===== src/rtl/food_eat.sv =====
// Food acceptance and eat detection for the snake playfield (IDLE / WAIT / CHECK FSM).
// Latency: eat seen on step at T -> grow/new_food_flag at T+1 -> food check at T+2 -> food_valid at T+3.
// Backpressure: none; step is ignored outside IDLE and rejected food is re-requested indefinitely.
// Optional build macro SNEK_SCORE_EN adds a saturating 8-bit eaten-food counter on score.
module food_eat #(
  parameter int GRID_H = 32,
  parameter int GRID_V = 24
) (
  input  logic       clk,
  input  logic       rst,
  input  logic       step,
  input  logic [4:0] head_h,
  input  logic [4:0] head_v,
  input  logic [4:0] food_h,
  input  logic [4:0] food_v,
  output logic       new_food_flag,
  output logic       grow,
  output logic       food_valid,
  output logic [3:0] retry_cnt,
  output logic [7:0] score
);

  typedef enum logic [1:0] {
    IDLE  = 2'd0,
    WAIT  = 2'd1,
    CHECK = 2'd2
  } state_t;

  // One bit wider than the coordinates so a grid size of 32 still compares correctly.
  localparam logic [5:0] H_LIM = 6'(GRID_H);
  localparam logic [5:0] V_LIM = 6'(GRID_V);

  state_t state;

  logic in_range;
  logic head_hit;
  logic eat;

  // Full 5-bit equality; an off-grid head simply never matches valid food.
  assign in_range = ({1'b0, food_h} < H_LIM) && ({1'b0, food_v} < V_LIM);
  assign head_hit = (head_h == food_h) && (head_v == food_v);
  assign eat      = (state == IDLE) && step && head_hit;

  // Control FSM; every output is a register so the generator and renderer see clean edges.
  always_ff @(posedge clk) begin
    if (rst) begin
      // Food is reloaded by the generator during reset, so go straight to the settle cycle.
      state         <= WAIT;
      new_food_flag <= 1'b0;
      grow          <= 1'b0;
      food_valid    <= 1'b0;
      retry_cnt     <= 4'd0;
    end else begin
      new_food_flag <= 1'b0;
      grow          <= 1'b0;
      case (state)
        IDLE: begin
          if (eat) begin
            grow          <= 1'b1;
            new_food_flag <= 1'b1;
            food_valid    <= 1'b0;
            state         <= WAIT;
          end
        end
        WAIT: begin
          // The new position lands on this edge; judge it next cycle.
          state <= CHECK;
        end
        CHECK: begin
          if (in_range && !head_hit) begin
            food_valid <= 1'b1;
            retry_cnt  <= 4'd0;
            state      <= IDLE;
          end else begin
            // Keep asking forever; only the counter saturates.
            new_food_flag <= 1'b1;
            food_valid    <= 1'b0;
            if (retry_cnt != 4'd15) begin
              retry_cnt <= retry_cnt + 4'd1;
            end
            state <= WAIT;
          end
        end
        default: begin
          state <= WAIT;
        end
      endcase
    end
  end

`ifdef SNEK_SCORE_EN
  logic [7:0] score_q;

  // Count eats in step with the grow pulse, holding at 255.
  always_ff @(posedge clk) begin
    if (rst) begin
      score_q <= 8'd0;
    end else if (eat && (score_q != 8'hFF)) begin
      score_q <= score_q + 8'd1;
    end
  end

  assign score = score_q;
`else
  assign score = 8'd0;
`endif

endmodule


===== config.mk =====
export PLATFORM = sky130hd
export DESIGN_NAME = food_eat
export DESIGN_NICKNAME = d
export VERILOG_FILES = /design/src/rtl/food_eat.sv
export SDC_FILE = /design/constraint.sdc
export NUM_CORES = 1
export LEC_CHECK = 0
export ABC_CLOCK_PERIOD_IN_PS = 1500
export CORE_MARGIN = 2
export CORE_UTILIZATION = 35
export CTS_CLUSTER_DIAMETER = 120
export CTS_CLUSTER_SIZE = 14
export DETAILED_ROUTE_END_ITERATION = 10
export PLACE_DENSITY = 0.78
export SYNTH_ARGS = -nofsm -noshare
export SYNTH_HDL_FRONTEND = slang
export SYNTH_SLANG_ARGS = --single-unit

===== constraint.sdc =====
create_clock -name clk -period 1.5 [get_ports clk]
set_input_delay 0.3 -clock clk [delete_from_list [all_inputs] [get_ports clk]]
set_output_delay 0.3 -clock clk [all_outputs]
set_load 0.05 [all_outputs]

==> flow_summary.yaml, run 1 <==
status:
  status: "completed"
timing:
  period_share: 0.9740
  setup_violations: 0
  fin_crit_ns: 1.461
  hold_violations: 0
  max_freq_ghz: 0.6845
  setup_ws_ns: 0.03905
  finClkSkew_ns: 0.002097
  drv_slew: 0
synthesis:
  synth_cells: 64
  synth_seq_cells: 9
  yosysTopAreaCell: "dfxtp_1"
  yosysSeqAreaShare: 0.3032
  synth_area_leaders: "dfxtp_1 30%, xor2_1 15%, buf_4 10%"
  syn_avg_cell_area_um2: 9.286
  synth_cell_types: 29
  ys_warn_count: 0
  synth_top_area_frac: 0.3032
  synth_area_um2: 594.3
layout:
  fillers: 121
  n_antenna_cell: 0
  fin_util: 0.6794
  final_nets: 126
  multiInputGateArea_um2: 417.9
  ff_latch_area_um2: 182.7
  area_growth_pct: 76.21
  layout-drive-gt1-share: 0.2574
  fin_cells: 117
placed_design:
  placedCellCount: 111
  io_buffers: 29
  preCtsSetupSlack_ns: -0.3454
  dpl.hpwl_um: 960.2
  place_congestion: 0.7930
pwr:
  post-layout-total-power_mw: 0.6582
  ir_drop_mv: 0.4062
  p_leak_nw: 0.4626
  powerDensity_mw_per_mm2: 628.5
die:
  io_pins: 38
  design.core.area_mm2: 0.001541
  dieArea_mm2: 0.002043
  die_w_um: 45.21
  num_rows: 14
  start_util: 0.3856
  die_y_um: 45.21
grt:
  overflow: 0
  grt_usage: 0.1385
  grt_antenna_before_repair: 0
  grt_pass1_wl_mm: 2.063
  grt_max_degree: 8
  grt_pass1_vias: 526
cts:
  cts_buffer_depth: 2
  cts.sink_count: 9
  cts_max_level: 1
  clockRootBuffer: "clkbuf_4"
  cts_tree: "built"
  cts_made_buffers: 3
  path_clk_slew_ns: 0.06
  clkLatencyLatePin_ns: 0.25
critical_path:
  cp_slowest_cell: "clkdlybuf4s50_1"
  worstPathMaxFanout: 4
  worstPathArrival_ns: 1.61
  path_cells: "clkdlybuf4s50_1 > xor2_1 > nor2_1 > nand4_1 > a22o_2"
  critPathRequiredTime_ns: 1.65
  worstSetupPathType: "input pin to flip-flop"
  worst_setup_path_start_kind: "input pin"
  max_stage_delay_ns: 0.41
  end_kind: "flip-flop"
  worstRegToRegCells: 4
drt:
  remaining_drc_errors: 0
  dr.pass1.iters: 3
  num_vias: 564
  antenna_left: 0
  routed_wl_mm: 1.265
  vias_per_cell: 4.821
  drt-wirelength-per-cell_um: 10.81
  drt_iter0_drc: 3
worst_hold_path:
  holdCritPathClass: "flip-flop to flip-flop"
  min_path_cells: 1
job:
  maxCapViolCount: 0
-- worst paths after layout --
| kind | slack (ns) | endpoint | from |
|---|---|---|---|
| max | 0.04 | food_valid | food_v[1] |
| min | 0.52 | state[1] | state[0] |
| max reg2reg | 0.23 | retry_cnt[1] | retry_cnt[0] |
| min reg2reg | 0.52 | state[1] | state[0] |
-- cell type report --
cell class,count,share of cell area
sequential,9,0.1744
clock buffer,4,0.02509
tap,16,0.01912
multi-input combinational,53,0.3990
timing repair buffer,35,0.3823
-- flip-flops by register name, indices dropped and copies added (netlist names) --
name	cells
food_valid	1
grow	1
new_food_flag	1
retry_cnt	4
state	2
-- per-layer routing --
| layer | GRT usage | share of wire | wire, um | vias up |
|---|---|---|---|---|
| met2 | 0.2371 | 0.52 | 656 | 32 |
| met4 | 0.05294 | 0.017 | 21 | 0 |
| met5 | 0 | 0 | 0 | - |
| met1 | 0.1593 | 0.36 | 459 | 244 |
| met3 | 0.04400 | 0.10 | 129 | 3 |
| li1 | - | - | - | 285 |
-- layout by cell type (no fill, tap or decap), types with 4 or more instances in the layout --
master	Yosys	layout
dlymetal6s2s_1	0	4
nor2_1	5	5
buf_4	8	6
dfxtp_1	9	7
conb_1	1	8
xor2_1	10	6
xor2_2	0	4
dlygate4sd2_1	0	12
clkdlybuf4s50_1	0	6
buf_12	0	7
-- repair_timing --
action	CTS	global route
endpoints found under the setup margin	5	8
hold buffers	0	0
resized for setup	16	5
pin swaps	6	5
setup buffers	1	1
-- through the flow --
step	hold WS, ns	setup TNS [ns]	area [um2]
floorplan	0.4583	0	623.1
global route	0.5482	-0.04912	1047
global placement	0.5020	-2.079	969.7
detailed placement	0.5096	-2.389	969.7
CTS	0.5177	0	1018
finish	0.5248	0	1047
-- power breakdown --
part           internal, mW  switching [mW]
clock                 0.102          0.0763
combinational        0.0971           0.121
sequential            0.250          0.0118
-- synthesized netlist by cell type --
cell	n
clkbuf_1	1
nor3b_1	2
and2_1	1
nor4_4	1
nand4_1	2
dfxtp_1	9
a22oi_1	1
a211oi_1	2
and4_1	1
xnor2_1	1
or3_1	1
nor4_2	1
nor3_1	1
xor2_1	10
nor2_1	5
o31ai_1	1
a32oi_2	1
ha_1	1
o22ai_1	1
mux2i_1	1
conb_1	1
a22o_2	1
a31oi_1	1
nand2b_1	3
nand3b_1	1
a21oi_1	3
nand2_1	1
buf_4	8
and2b_1	1
-- logic make-up after synthesis --
group | count (synthesis) | share of synthesized area
DFF | 9 | 0.3032
other | 1 | 0.006310
buffers and inverters | 9 | 0.1074
adders and majority gates | 1 | 0.02105
and+or+nand+nor | 21 | 0.2421
muxes | 1 | 0.01684
AOI/OAI and AO/OA | 11 | 0.1411
xor gates and xnor gates | 11 | 0.1621
-- worst max-delay path: cells and delay by family --
family / cells / cell delay (ns)
AOI/OAI and AO/OA: 1 / 0.25
xor gates and xnor gates: 1 / 0.16
buffers and inverters: 1 / 0.41
and+or+nand+nor: 2 / 0.49
Note: power is estimated with default switching activity, not from simulation.
==> run 2, diff against run 1 <==
- CTS_CLUSTER_SIZE: 14 -> 10
==> results of run 2 <==
The final DEF is identical to that of run 1; final timing and power are the same.
